`src/rtl/nx_stream_arbiter.sv`:
```
`default_nettype none
// ============================================================================
// Module   : nx_stream_arbiter
// Brief    : Round-robin burst arbiter merging PORTS streams into a 2-deep FIFO.
// Revision : 1.0
// ============================================================================
module nx_stream_arbiter #(
  parameter int STREAM_WIDTH = 32,
  parameter int PORTS        = 4,
  parameter int BURST_MAX    = 4
) (
  input  logic                            clk_i,
  input  logic                            rst_i,
  input  logic [PORTS*STREAM_WIDTH-1:0]   in_data_i,
  input  logic [2*PORTS-1:0]              in_dir_i,
  input  logic [PORTS-1:0]                in_valid_i,
  output logic [PORTS-1:0]                in_ready_o,
  output logic [STREAM_WIDTH-1:0]         out_data_o,
  output logic [1:0]                      out_dir_o,
  output logic                            out_valid_o,
  input  logic                            out_ready_i,
  output logic [PORTS-1:0]                grant_o,
  output logic                            idle_o
);

  localparam int         c_idxw     = $clog2(PORTS);
  localparam int         c_ew       = STREAM_WIDTH + 2;
  localparam logic [0:0] c_st_idle  = 1'b0;
  localparam logic [0:0] c_st_grant = 1'b1;

  logic [0:0]          r_state, w_state_nx;
  logic [PORTS-1:0]    r_grant, w_grant_nx;
  logic [c_idxw-1:0]   r_ptr, w_ptr_nx;
  logic [3:0]          r_cnt, w_cnt_nx;
  logic [c_ew-1:0]     r_mem [2];
  logic                r_wr, r_rd;
  logic [1:0]          r_count;

  logic                w_found;
  logic [c_idxw-1:0]   w_sel;
  logic [c_idxw:0]     w_sum;
  logic [STREAM_WIDTH-1:0] w_in_data;
  logic [1:0]          w_in_dir;
  logic                w_gvalid, w_full, w_push, w_pop, w_release;

  // Round-robin search starting just after the most recently granted port.
  always_comb begin
    w_found = 1'b0;
    w_sel   = r_ptr;
    w_sum   = '0;
    for (int k = 1; k <= PORTS; k++) begin
      w_sum = {1'b0, r_ptr} + (c_idxw+1)'(k);
      if (w_sum >= (c_idxw+1)'(PORTS))
        w_sum = w_sum - (c_idxw+1)'(PORTS);
      if (!w_found && in_valid_i[w_sum[c_idxw-1:0]]) begin
        w_found = 1'b1;
        w_sel   = w_sum[c_idxw-1:0];
      end
    end
  end

  always_comb begin
    w_in_data = '0;
    w_in_dir  = '0;
    w_gvalid  = 1'b0;
    for (int p = 0; p < PORTS; p++) begin
      if (r_ptr == c_idxw'(p)) begin
        w_in_data = in_data_i[p*STREAM_WIDTH +: STREAM_WIDTH];
        w_in_dir  = in_dir_i[p*2 +: 2];
        w_gvalid  = in_valid_i[p];
      end
    end
  end

  assign w_full    = (r_count == 2'd2);
  assign w_push    = (r_state == c_st_grant) && w_gvalid && !w_full;
  assign w_pop     = (r_count != 2'd0) && out_ready_i;
  assign w_release = !w_gvalid || (w_push && (r_cnt == 4'(BURST_MAX-1)));

  always_ff @(posedge clk_i) begin
    if (rst_i) begin
      r_state <= c_st_idle;
      r_grant <= '0;
      r_ptr   <= c_idxw'(PORTS-1);
      r_cnt   <= 4'd0;
    end else begin
      r_state <= w_state_nx;
      r_grant <= w_grant_nx;
      r_ptr   <= w_ptr_nx;
      r_cnt   <= w_cnt_nx;
    end
  end

  always_comb begin
    w_state_nx = r_state;
    w_grant_nx = r_grant;
    w_ptr_nx   = r_ptr;
    w_cnt_nx   = r_cnt;
    case (r_state)
      c_st_idle: begin
        if (w_found) begin
          w_state_nx = c_st_grant;
          w_grant_nx = {{(PORTS-1){1'b0}}, 1'b1} << w_sel;
          w_ptr_nx   = w_sel;
          w_cnt_nx   = 4'd0;
        end
      end
      default: begin
        if (w_push)
          w_cnt_nx = r_cnt + 4'd1;
        // Stalled beats leave the counter alone, so backpressure never ends a burst.
        if (w_release) begin
          w_cnt_nx = 4'd0;
          if (w_found) begin
            w_grant_nx = {{(PORTS-1){1'b0}}, 1'b1} << w_sel;
            w_ptr_nx   = w_sel;
          end else begin
            w_state_nx = c_st_idle;
            w_grant_nx = '0;
          end
        end
      end
    endcase
  end

  always_comb begin
    grant_o     = r_grant;
    in_ready_o  = r_grant & {PORTS{~w_full}};
    idle_o      = (r_state == c_st_idle) && (r_count == 2'd0);
    out_valid_o = (r_count != 2'd0);
    {out_data_o, out_dir_o} = out_valid_o ? r_mem[r_rd] : '0;
  end

  always_ff @(posedge clk_i) begin
    if (rst_i) begin
      r_wr    <= 1'b0;
      r_rd    <= 1'b0;
      r_count <= 2'd0;
    end else begin
      if (w_push) r_wr <= ~r_wr;
      if (w_pop)  r_rd <= ~r_rd;
      r_count <= r_count + {1'b0, w_push} - {1'b0, w_pop};
    end
  end

  always_ff @(posedge clk_i) begin
    if (w_push)
      r_mem[r_wr] <= {w_in_data, w_in_dir};
  end

endmodule
`default_nettype wire

```
`config.mk`:
```
export PLATFORM = sky130hd
export DESIGN_NAME = nx_stream_arbiter
export DESIGN_NICKNAME = d
export VERILOG_FILES = /design/src/rtl/nx_stream_arbiter.sv
export SDC_FILE = /design/constraint.sdc
export NUM_CORES = 1
export LEC_CHECK = 0
export CORE_MARGIN = 2
export CORE_UTILIZATION = 43
export CTS_CLUSTER_DIAMETER = 40
export DETAILED_ROUTE_END_ITERATION = 8
export MAX_ROUTING_LAYER = met4
export PLACE_DENSITY = 0.79
export SLEW_MARGIN = 20
export SYNTH_ARGS = -nofsm -noshare
export SYNTH_HDL_FRONTEND = slang
export SYNTH_SLANG_ARGS = --single-unit
```
`constraint.sdc`:
```
create_clock -name clk_i -period 7.23 [get_ports clk_i]
set_input_delay 1.446 -clock clk_i [delete_from_list [all_inputs] [get_ports clk_i]]
set_output_delay 1.446 -clock clk_i [all_outputs]
set_load 0.01 [all_outputs]
```
==> reports/qor.yml <==
synthMuxAreaShare_pct: 9.63
slew_violations: 0
regToRegSetupSlack_ps: 3580
rsz0062_at_grt: "false"
postSynthCellCount: 470
post-place-ws_ps: 3100
avgSynthCellArea_um2: 10.0
vias_per_cell: 5.31
syn_area_mm2: 0.00470
clockBufferDepth: 2
port_buffers: 186
slew_headroom_pct: 28.4
grt_pass1_vias: 4061
min_period_ps: 3770
overflow: 0
cts_buffers: 9
die-area_mm2: 0.0118
async_flop_share_pct: 0
hold_buffers: 0
synth_warnings: 0
crit_family: "simple AND/OR/NAND/NOR gates"
hold_end: "r_cnt[1]"
critPathSlowestCell: "and2_2"
synth_ff_type: "edfxtp_1"
tns_ps: 0
finalClockSkew_ps: 11.7
tritoncts: "built"
routed-via-count: 4145
fin_nets: 785
drt_iter0_markers: 219
wire_per_inst_um: 16.0
cp_cell_sequence: "clkdlybuf4s50_1 > and3b_1 > a2111oi_4 > nor3_1 > and2_2"
setup_violations: 0
ant_nets: 0
drtPass1Iterations: 4
crit_fanout: 34
tightest_slew_ps: 1070
dp_hpwl_um: 8710
holdPathStages: 2
hold_start: "r_cnt[1]"
wl_um: 12500
critPathMaxStageDelay_ps: 820
post_cts_buffers: 0
diodes: 0
cp_num_buf_inv: 1
power_leakage_uw: 0.00231
status: "complete, no violations"
hp-class: "reg2reg"
drc_errors: 0
ctsHtreeMaxLevel: 3
synth_compound_area_share_pct: 15.8
cts-root-buf: "clkbuf_8"
yosys_register_bits: 84
core_mm2: 0.0107
timing.rr.end: "r_mem[1][22]"
r2r_start: "r_ptr[0]"
grt_pass1_wl_um: 19300
synthSimpleGateAreaFrac_pct: 17.9
start_util_pct: 43.8
timing.final.ws_setup_ps: 3460
rows: 38
die_x_um: 109
placedCellCount: 765
insertion_delay_ps: 340
cts_sinks: 84
hold_viol: 0
power_uw: 2260
worstRegToRegCells: 5
synth-edff-count: 68
power.density_mw_per_mm2: 329
synthAdderAreaFrac_pct: 1.60
synthXorXnorAreaFrac_pct: 1.12
irDropWorstVdd_mv: 0.503
syn_nets: 619
startpoint_type: "input pin"
endpoint_kind: "flip-flop"
clk_pin_slew_worst_paths_ps: 80
yosysUniqueCellTypes: 46
die_h_um: 109
grt_use_total_pct: 21.6
grt_start_max_net_pins: 72
io_pins: 187
drv_cap: 0
synth_seq_area_share_pct: 50.2
final_cells: 781
max_freq_mhz: 265
cp.required_ps: 7200
syn2layout_area_growth_pct: 46.0
cts_resized: 0
routabilityCongestion: 0.836
antenna_found_initial: 0
critical_path_class: "in2reg"
drive_above_1_share_pct: 5.77
finalCritPeriodShare_pct: 52.2
cp.arrival_ps: 3740
synth_top_family_by_area: "simple AND/OR/NAND/NOR gates"
holdWs_ps: 498
[routing by layer]
| metal | part of all wire (%) | wire, µm | GRT usage [%] |
|---|---|---|---|
| met3 | 6.0 | 752 | 3.98 |
| met1 | 42 | 5190 | 24.8 |
| met4 | 1.9 | 238 | 7.78 |
| met5 | 0 | 0 | - |
| met2 | 51 | 6320 | 37.9 |
[logic make-up after synthesis]
kind of cell / count (synthesis)
buffers and inverters: 43
adder cells (fa/ha/maj): 6
multiplexers: 41
flip-flops: 84
XOR/XNOR: 6
AND/OR/NAND/NOR: 167
AO/OA/AOI/OAI: 123
[how the worst max path moves through the flow]
stage                             start             to  slack, ps  depth (start not counted)
final                     in_valid_i[0]   r_mem[1][22]       3460                          5
after global routing          flip-flop   out_dir_o[1]       3290                          3
after CTS                     flip-flop  out_data_o[4]       3390                          3
after detailed placement  in_valid_i[0]   r_mem[1][18]       3100                          5
after global placement    in_valid_i[0]   r_mem[1][20]       3210                          5
after floorplan           in_valid_i[1]    r_mem[0][0]       1630                          3
[power breakdown]
part	switching (µW)	internal (µW)	leakage, µW
registers	80.8	719	0.000762
clock network	163	195	0.000102
logic	598	505	0.00144
[placed cells by master (no fill, tap or decap), types with 8 or more instances in the layout]
cell / count
nand3b_1: 28
a21oi_1: 57
nand2_1: 64
a221o_1: 8
mux2i_1: 37
edfxtp_1: 68
dfxtp_1: 15
clkdlybuf4s50_1: 186
o21ai_0: 44
clkbuf_8: 9
nor2_1: 42
[cells in the mapped netlist (3+ instances only)]
library cell,number,area share [%]
edfxtp_1,68,43
nand2_1,64,5.1
a21oi_1,57,6.1
o21ai_0,44,4.7
nor2_1,43,3.4
mux2i_1,37,7.9
nand3b_1,28,4.5
clkbuf_1,24,1.9
dfxtp_1,16,6.8
a221o_1,8,1.7
buf_1,7,0.56
inv_1,7,0.56
and2_1,6,0.80
ha_1,6,1.6
nor2b_1,5,0.67
xnor2_1,5,0.93
nand2b_1,4,0.53
or3_1,4,0.53
nor3_1,3,0.32
[state kept, by name (all words and copies together), names as in the netlist, named ones only]
signal,flops
r_state,1
r_count,2
r_mem,68
r_wr,1
grant_o,4
r_ptr,2
r_rd,1
r_cnt,4
[area by class of cell]
class	count	area, µm²
fillers	900	3880
flip-flops and latches	84	2360
multi-input cells	343	2190
repair buffers	191	1900
well taps	140	175
clock buffers	10	128
clock inverters	6	88.8
inverters	7	26.3
[worst register-to-register path, delay by kind of cell (launching register included)]
kind | cells | cell delay [ps]
AND/OR/NAND/NOR | 3 | 1040
adder cells (fa/ha/maj) | 1 | 1010
AO/OA/AOI/OAI | 1 | 580
flip-flops | 1 | 650
[metrics by stage]
stage / util (%) / cell area [µm²]
detailed placement: 61.9 / 6650
CTS: 63.9 / 6870
finish: 63.9 / 6870
floorplan: - / 4700
global placement: 61.9 / 6650
global route: 63.9 / 6870
Note: power is estimated with default switching activity, not from simulation.
